$ cat src/rtl/snow64_ext_data_bridge_if.sv
// Port bundles for snow64_ext_data_bridge: CPU-side LAR access port and
// narrow external bus beat port. The bridge is the slave of cpu_if and the master of bus_if.
interface snow64_ext_data_bridge_cpu_if #(
  parameter int CPU_ADDR_WIDTH = 64,
  parameter int LAR_DATA_WIDTH = 256
);
  logic                      cpu_req;
  logic                      cpu_access_type;
  logic [CPU_ADDR_WIDTH-1:0] cpu_addr;
  logic [LAR_DATA_WIDTH-1:0] cpu_wdata;
  logic                      cpu_valid;
  logic [LAR_DATA_WIDTH-1:0] cpu_rdata;
  logic                      cpu_err;

  modport master (
    output cpu_req, cpu_access_type, cpu_addr, cpu_wdata,
    input  cpu_valid, cpu_rdata, cpu_err
  );

  modport slave (
    input  cpu_req, cpu_access_type, cpu_addr, cpu_wdata,
    output cpu_valid, cpu_rdata, cpu_err
  );
endinterface

interface snow64_ext_data_bridge_bus_if #(
  parameter int CPU_ADDR_WIDTH = 64,
  parameter int BUS_DATA_WIDTH = 64
);
  logic                      bus_req;
  logic                      bus_we;
  logic [CPU_ADDR_WIDTH-1:0] bus_addr;
  logic [BUS_DATA_WIDTH-1:0] bus_wdata;
  logic                      bus_ack;
  logic [BUS_DATA_WIDTH-1:0] bus_rdata;

  modport master (
    output bus_req, bus_we, bus_addr, bus_wdata,
    input  bus_ack, bus_rdata
  );

  modport slave (
    input  bus_req, bus_we, bus_addr, bus_wdata,
    output bus_ack, bus_rdata
  );
endinterface

$ cat src/rtl/snow64_ext_data_bridge.sv
// Splits one LAR-line CPU access into little-endian external bus beats and returns the line.
// Optional per-beat watchdog: define SNOW64_EXT_DATA_BRIDGE_TIMEOUT_EN.
module snow64_ext_data_bridge #(
  parameter int CPU_ADDR_WIDTH = 64,
  parameter int LAR_DATA_WIDTH = 256,
  parameter int BUS_DATA_WIDTH = 64,
  parameter int TIMEOUT_CYCLES = 1024
) (
  input  logic                        clk,
  input  logic                        rst,
  snow64_ext_data_bridge_cpu_if.slave  cpu,
  snow64_ext_data_bridge_bus_if.master bus
);
  localparam int NUM_BEATS  = LAR_DATA_WIDTH / BUS_DATA_WIDTH;
  localparam int BEAT_W     = (NUM_BEATS > 1) ? $clog2(NUM_BEATS) : 1;
  localparam int LINE_BYTES = LAR_DATA_WIDTH / 8;
  localparam int BUS_BYTES  = BUS_DATA_WIDTH / 8;
  localparam logic [CPU_ADDR_WIDTH-1:0] LINE_MASK = ~CPU_ADDR_WIDTH'(LINE_BYTES - 1);
  localparam logic [BEAT_W-1:0]         LAST_BEAT = BEAT_W'(NUM_BEATS - 1);

  typedef enum logic [1:0] {IDLE, BEAT, DONE} state_t;

  state_t                    state, stateNext;
  logic [BEAT_W-1:0]         beat, beatNext;
  logic                      isWrite, isWriteNext;
  logic [CPU_ADDR_WIDTH-1:0] baseAddr, baseAddrNext;
  logic [LAR_DATA_WIDTH-1:0] lineBuf, lineBufNext;
  logic                      busReq, busReqNext;
  logic                      busWe, busWeNext;
  logic [CPU_ADDR_WIDTH-1:0] busAddr, busAddrNext;
  logic [BUS_DATA_WIDTH-1:0] busWdata, busWdataNext;
  logic                      cpuValid, cpuValidNext;
  logic [LAR_DATA_WIDTH-1:0] cpuRdata, cpuRdataNext;

`ifdef SNOW64_EXT_DATA_BRIDGE_TIMEOUT_EN
  localparam int TO_W = (TIMEOUT_CYCLES > 2) ? $clog2(TIMEOUT_CYCLES) : 1;
  localparam logic [TO_W-1:0] TO_LAST = TO_W'(TIMEOUT_CYCLES - 1);
  logic [TO_W-1:0] toCnt, toCntNext;
  logic            cpuErr, cpuErrNext;
`endif

  always_comb begin
    stateNext    = state;
    beatNext     = beat;
    isWriteNext  = isWrite;
    baseAddrNext = baseAddr;
    lineBufNext  = lineBuf;
    busReqNext   = busReq;
    busWeNext    = busWe;
    busAddrNext  = busAddr;
    busWdataNext = busWdata;
    cpuValidNext = 1'b0;
    cpuRdataNext = cpuRdata;
`ifdef SNOW64_EXT_DATA_BRIDGE_TIMEOUT_EN
    toCntNext    = toCnt;
    cpuErrNext   = cpuErr;
`endif
    unique case (state)
      IDLE: begin
        if (cpu.cpu_req) begin
          isWriteNext  = cpu.cpu_access_type;
          baseAddrNext = cpu.cpu_addr & LINE_MASK;
          lineBufNext  = cpu.cpu_wdata;
          beatNext     = '0;
          busReqNext   = 1'b1;
          busWeNext    = cpu.cpu_access_type;
          busAddrNext  = cpu.cpu_addr & LINE_MASK;
          busWdataNext = cpu.cpu_wdata[BUS_DATA_WIDTH-1:0];
          stateNext    = BEAT;
`ifdef SNOW64_EXT_DATA_BRIDGE_TIMEOUT_EN
          toCntNext    = '0;
`endif
        end
      end
      BEAT: begin
        if (busReq && bus.bus_ack) begin
          if (!isWrite)
            lineBufNext[int'(beat)*BUS_DATA_WIDTH +: BUS_DATA_WIDTH] = bus.bus_rdata;
          if (beat == LAST_BEAT) begin
            busReqNext   = 1'b0;
            cpuValidNext = 1'b1;
            cpuRdataNext = lineBufNext;
            stateNext    = DONE;
`ifdef SNOW64_EXT_DATA_BRIDGE_TIMEOUT_EN
            cpuErrNext   = 1'b0;
`endif
          end else begin
            // Registered beat outputs are preloaded with the following beat so bus_req stays high.
            beatNext     = beat + BEAT_W'(1);
            busAddrNext  = baseAddr + CPU_ADDR_WIDTH'(beatNext) * CPU_ADDR_WIDTH'(BUS_BYTES);
            busWdataNext = lineBuf[int'(beatNext)*BUS_DATA_WIDTH +: BUS_DATA_WIDTH];
`ifdef SNOW64_EXT_DATA_BRIDGE_TIMEOUT_EN
            toCntNext    = '0;
`endif
          end
        end
`ifdef SNOW64_EXT_DATA_BRIDGE_TIMEOUT_EN
        else if (toCnt == TO_LAST) begin
          busReqNext   = 1'b0;
          cpuValidNext = 1'b1;
          cpuRdataNext = '1;
          cpuErrNext   = 1'b1;
          stateNext    = DONE;
        end else begin
          toCntNext    = toCnt + TO_W'(1);
        end
`endif
      end
      DONE: stateNext = IDLE;
      default: stateNext = IDLE;
    endcase
  end

  always_ff @(posedge clk) begin
    if (rst) begin
      state    <= IDLE;
      beat     <= '0;
      isWrite  <= 1'b0;
      baseAddr <= '0;
      lineBuf  <= '0;
      busReq   <= 1'b0;
      busWe    <= 1'b0;
      busAddr  <= '0;
      busWdata <= '0;
      cpuValid <= 1'b0;
      cpuRdata <= '0;
`ifdef SNOW64_EXT_DATA_BRIDGE_TIMEOUT_EN
      toCnt    <= '0;
      cpuErr   <= 1'b0;
`endif
    end else begin
      state    <= stateNext;
      beat     <= beatNext;
      isWrite  <= isWriteNext;
      baseAddr <= baseAddrNext;
      lineBuf  <= lineBufNext;
      busReq   <= busReqNext;
      busWe    <= busWeNext;
      busAddr  <= busAddrNext;
      busWdata <= busWdataNext;
      cpuValid <= cpuValidNext;
      cpuRdata <= cpuRdataNext;
`ifdef SNOW64_EXT_DATA_BRIDGE_TIMEOUT_EN
      toCnt    <= toCntNext;
      cpuErr   <= cpuErrNext;
`endif
    end
  end

  assign bus.bus_req   = busReq;
  assign bus.bus_we    = busWe;
  assign bus.bus_addr  = busAddr;
  assign bus.bus_wdata = busWdata;
  assign cpu.cpu_valid = cpuValid;
  assign cpu.cpu_rdata = cpuRdata;
`ifdef SNOW64_EXT_DATA_BRIDGE_TIMEOUT_EN
  assign cpu.cpu_err   = cpuErr;
`else
  assign cpu.cpu_err   = 1'b0;
`endif
endmodule

$ cat src/flat_wrapper.sv
// flat-port wrapper written by rule: the top's interface ports become plain ports
module snow64_ext_data_bridge_flat 
#(
  parameter int CPU_ADDR_WIDTH = 64,
  parameter int LAR_DATA_WIDTH = 256,
  parameter int BUS_DATA_WIDTH = 64,
  parameter int TIMEOUT_CYCLES = 1024
)
  (clk, rst, cpu_cpu_req, cpu_cpu_access_type, cpu_cpu_addr, cpu_cpu_wdata, cpu_cpu_valid, cpu_cpu_rdata, cpu_cpu_err, bus_bus_req, bus_bus_we, bus_bus_addr, bus_bus_wdata, bus_bus_ack, bus_bus_rdata);
  snow64_ext_data_bridge_cpu_if #(.CPU_ADDR_WIDTH(CPU_ADDR_WIDTH), .LAR_DATA_WIDTH(LAR_DATA_WIDTH)) cpu_i ();
  snow64_ext_data_bridge_bus_if #(.CPU_ADDR_WIDTH(CPU_ADDR_WIDTH), .BUS_DATA_WIDTH(BUS_DATA_WIDTH)) bus_i ();
  input  logic clk;
  input  logic rst;
  input wire logic [$bits(cpu_i.cpu_req)-1:0] cpu_cpu_req;
  input wire logic [$bits(cpu_i.cpu_access_type)-1:0] cpu_cpu_access_type;
  input wire logic [$bits(cpu_i.cpu_addr)-1:0] cpu_cpu_addr;
  input wire logic [$bits(cpu_i.cpu_wdata)-1:0] cpu_cpu_wdata;
  output wire logic [$bits(cpu_i.cpu_valid)-1:0] cpu_cpu_valid;
  output wire logic [$bits(cpu_i.cpu_rdata)-1:0] cpu_cpu_rdata;
  output wire logic [$bits(cpu_i.cpu_err)-1:0] cpu_cpu_err;
  output wire logic [$bits(bus_i.bus_req)-1:0] bus_bus_req;
  output wire logic [$bits(bus_i.bus_we)-1:0] bus_bus_we;
  output wire logic [$bits(bus_i.bus_addr)-1:0] bus_bus_addr;
  output wire logic [$bits(bus_i.bus_wdata)-1:0] bus_bus_wdata;
  input wire logic [$bits(bus_i.bus_ack)-1:0] bus_bus_ack;
  input wire logic [$bits(bus_i.bus_rdata)-1:0] bus_bus_rdata;
  assign cpu_i.cpu_req = cpu_cpu_req;
  assign cpu_i.cpu_access_type = cpu_cpu_access_type;
  assign cpu_i.cpu_addr = cpu_cpu_addr;
  assign cpu_i.cpu_wdata = cpu_cpu_wdata;
  assign cpu_cpu_valid = cpu_i.cpu_valid;
  assign cpu_cpu_rdata = cpu_i.cpu_rdata;
  assign cpu_cpu_err = cpu_i.cpu_err;
  assign bus_bus_req = bus_i.bus_req;
  assign bus_bus_we = bus_i.bus_we;
  assign bus_bus_addr = bus_i.bus_addr;
  assign bus_bus_wdata = bus_i.bus_wdata;
  assign bus_i.bus_ack = bus_bus_ack;
  assign bus_i.bus_rdata = bus_bus_rdata;
  snow64_ext_data_bridge #(.CPU_ADDR_WIDTH(CPU_ADDR_WIDTH), .LAR_DATA_WIDTH(LAR_DATA_WIDTH), .BUS_DATA_WIDTH(BUS_DATA_WIDTH), .TIMEOUT_CYCLES(TIMEOUT_CYCLES)) u_core (.clk(clk), .rst(rst), .cpu(cpu_i), .bus(bus_i));
endmodule
$ cat config.mk
export PLATFORM = sky130hd
export DESIGN_NAME = snow64_ext_data_bridge_flat
export DESIGN_NICKNAME = d
export VERILOG_FILES = /design/src/rtl/snow64_ext_data_bridge_if.sv /design/src/rtl/snow64_ext_data_bridge.sv /design/src/flat_wrapper.sv
export SDC_FILE = /design/constraint.sdc
export NUM_CORES = 2
export LEC_CHECK = 0
export CORE_MARGIN = 10
export CORE_UTILIZATION = 30
export DETAILED_ROUTE_END_ITERATION = 8
export HOLD_SLACK_MARGIN = 0.08
export SLEW_MARGIN = 40
export SYNTH_ARGS = -nofsm -noshare
export SYNTH_HDL_FRONTEND = slang
export SYNTH_SLANG_ARGS = --single-unit
$ cat constraint.sdc
create_clock -name clk -period 3.9 [get_ports clk]
set_clock_uncertainty 0.1 [all_clocks]
set_input_delay 0.78 -clock clk [delete_from_list [all_inputs] [get_ports clk]]
set_output_delay 0.78 -clock clk [all_outputs]
set_load 0.02 [all_outputs]
==> metrics.md <==
| Metric | Value |
|---|---|
| Layout area overhead | `38.6%` |
| Fin util | `42.0%` |
| Via-to-Cell Ratio | `5.87` |
| Hold Path Class | `in -> reg` |
| Post-DR wirelength/cell | `28.4 um` |
| Switching Fraction | `28.3%` |
| Hold path depth | `2` |
| Vias | `31700` |
| Seq/Total Area, Yosys | `46.1%` |
| Core area | `0.100 mm2` |
| Die area | `0.115 mm2` |
| Worst R2R End | `u_core.lineBuf[92]` |
| Vias in the first global route | `30200` |
| Mean post-synth cell area | `8.94 um2` |
| Final hold violations | `0` |
| Routability congestion estimate | `0.878` |
| Status | `complete, no violations` |
| Residual DRC | `0` |
| Setup bufs post-CTS | `0` |
| Setup TNS | `0 ns` |
| Fin crit share | `86.6%` |
| Overall routed net length | `154 mm` |
| Slew @ Worst Pin | `0.934 ns` |
| Non-filler cells in the finished layout | `5410` |
| Synth Cell Area | `0.0305 mm2` |
| Placed Cells | `5232` |
| Post-synth top area share | `46.1%` |
| Finished layout cell area | `0.0422 mm2` |
| CTS Buf Count | `80` |
| CTS H-tree lvls | `3` |
| First-pass GRT wire length | `220 mm` |
| Maximum fanout along the worst path | `40` |
| EDFF count, synth | `0` |
| Row cnt | `116` |
| Iter 0 DRT Violations | `3736` |
| Initial core utilization | `30.3%` |
| Die Ht | `339 um` |
| Maxcap violations | `0` |
| Worst r2r path cells | `8` |
| Sequential fraction of design power | `42.7%` |
| Pwr dens | `435 mW/mm2` |
| CTS Hold Bufs | `0` |
| Fin crit period | `3.38 ns` |
| Synth Register Bits | `701` |
| Total Routing Usage GR | `25.2%` |
| IO Port Bufs | `767` |
| Data arrival, critical path | `2.50 ns` |
| Post-synth top cells | `701 x dfxtp_1, 417 x nand2_1, 387 x nor2_1` |
| Clock slew at the register clock pins of the worst setup and hold paths | `0.06 ns` |
| DP HPWL | `103 mm` |
| IO Count | `777` |
| Cell Int Power | `0.0132 W` |
| Most frequent cell after synthesis | `dfxtp_1` |
| Layout cells sized above 1 | `8.03%` |
| Top_reg_cell synth | `dfxtp_1` |
| Antenna viol nets, final | `0` |
| Achievable Freq | `296 MHz` |
| LEAKAGE | `14.1 nW` |
| FF-to-FF setup slack | `0.69 ns` |
| Clk network pwr share | `42.0%` |
| Worst skew pair latency | `0.66 ns` |
| Yosys cell types | `37` |
| Synth top area cells | `dfxtp_1 46%, a311oi_1 7.4%, nand2_1 5.1%` |
| CP required | `3.02 ns` |
| Peak VDD IR | `318 uV` |
| Pre-CTS WS | `0.788 ns` |
| Drt first pass iters | `6` |
| Root Driver | `clkbuf_16` |
| HP Start | `rst` |
| Share of total power in combinational logic | `15.3%` |
| Startpoint Class | `register` |
| Worst Setup Path Type | `reg -> out` |
| Switching Power | `0.00520 W` |
| # setup viols final | `0` |
| PostCTS Resize Cnt | `0` |
| Ys Warns | `0` |
| Max-slew violations | `0` |
| CTS max path bufs | `3` |
| Setup ws final | `0.524 ns` |
| Largest net degree at the start of global routing | `158` |
| Mapped Cells | `3407` |
| Hold endpoint | `u_core.bus.bus_addr[20]` |
| CTS sink count | `701` |
| Die X | `339 um` |
| Post-DP Area | `0.0395 mm2` |
| CTS tree | `built` |
| Max_slew headroom | `37.7%` |
| Remaining Overflow, GRT | `0` |
| Worst setup EP type | `primary output` |
| Nets@finish | `4353` |
| Async S/R FF share, synth | `0%` |
| RSZ-0062 raised after global routing | `false` |
| Largest area contributor in the netlist | `dfxtp_1` |
| Initial antenna violation count | `37` |
| Critical R2R Launch | `u_core.bus.bus_addr[4]` |
stage by stage:
step           total power (W)  hold WS, ns
2_1_floorplan          0.00936        0.337
3_3_place_gp            0.0107        0.343
3_5_place_dp            0.0108        0.345
4_1_cts                 0.0184        0.274
5_1_grt                 0.0190        0.324
6_report                0.0184        0.334
cells in the final DEF (no fill, tap or decap), types with 3 or more instances in the layout:
master,count
o32ai_1,146
dfxtp_1,700
a211oi_1,148
clkbuf_1,23
ha_1,5
conb_1,4
nand3_1,47
o2bb2ai_1,64
nor2_1,384
clkbuf_8,16
inv_1,149
nand2b_4,5
o21ai_0,65
a21o_1,48
inv_6,4
nor2_4,5
clkinv_2,13
nor2b_1,3
clkinv_8,3
buf_4,48
a311oi_2,20
a221oi_1,144
mux4_2,64
diode_2,31
a31oi_1,3
bufinv_16,4
clkdlybuf4s50_1,766
a21oi_1,257
nand2_1,415
clkbuf_16,81
a21oi_4,3
a22oi_1,65
and4_4,3
buf_12,35
clkinvlp_4,3
a311oi_1,257
sequential cells by signal, summed over array words and instances (netlist names):
signal / count
u_core.cpu.cpu_rdata: 256
u_core.lineBuf: 256
u_core.bus.bus_wdata: 64
u_core.bus.bus_addr: 60
u_core.baseAddr: 59
u_core.state: 2
u_core.beat: 1
u_core.bus.bus_req: 1
u_core.cpu.cpu_valid: 1
u_core.isWrite: 1
logic make-up after synthesis:
family          share of synthesized area [%]
fa+ha+maj                               0.246
buf+inv                                  7.23
other cells                            0.0123
mux                                      4.73
compound gates                           30.4
simple gates                             11.3
flops                                    46.1
worst max path at each step:
stage | startpoint | endpoint | slack [ns] | cells after the start
after floorplan | u_core.beat[0] | u_core.lineBuf[201] | 0.97 | 12
after global placement | bus_bus_ack | u_core.lineBuf[173] | 0.81 | 5
after detailed placement | bus_bus_ack | u_core.lineBuf[173] | 0.79 | 5
after CTS | u_core.beat[0] | bus_bus_addr[3] | 0.44 | 2
after global routing | u_core.beat[0] | bus_bus_addr[3] | 0.46 | 2
final | u_core.beat[0] | bus_bus_addr[3] | 0.52 | 2
layout make-up:
class	count	area, um2
Sequential cell	701	14000
Clock inverter	26	287
Multi-Input combinational cell	2172	14400
Tap cell	1357	1700
Inverter	150	564
Timing Repair Buffer	853	8810
Fill cell	10000	58200
Clock buffer	120	2330
Antenna cell	31	77.6
critical path: stages, from the launching register on:
cell	delay (ns)
dfxtp_4	0.42
buf_4	0.59
clkdlybuf4s50_1	0.81
routing by layer:
metal / routed length (um) / global-route usage [%] / vias up / part of all wire, %
met5: 59 / 0 / - / 0.038
met2: 68700 / 38.6 / 1881 / 45
met1: 61800 / 32.1 / 15600 / 40
met3: 16900 / 7.82 / 315 / 11
li1: - / - / 13900 / -
met4: 6240 / 11.8 / 10 / 4.1
power by group through the flow:
stage / logic [W] / clock network [W] / registers [W]
after floorplan: 0.00132 / 0 / 0.00804
after global placement: 0.00274 / 0 / 0.00798
after detailed placement: 0.00276 / 0 / 0.00799
after CTS: 0.00278 / 0.00781 / 0.00783
after global routing: 0.00298 / 0.00809 / 0.00788
final: 0.00280 / 0.00771 / 0.00785
Power figures use the tool's default switching activity.
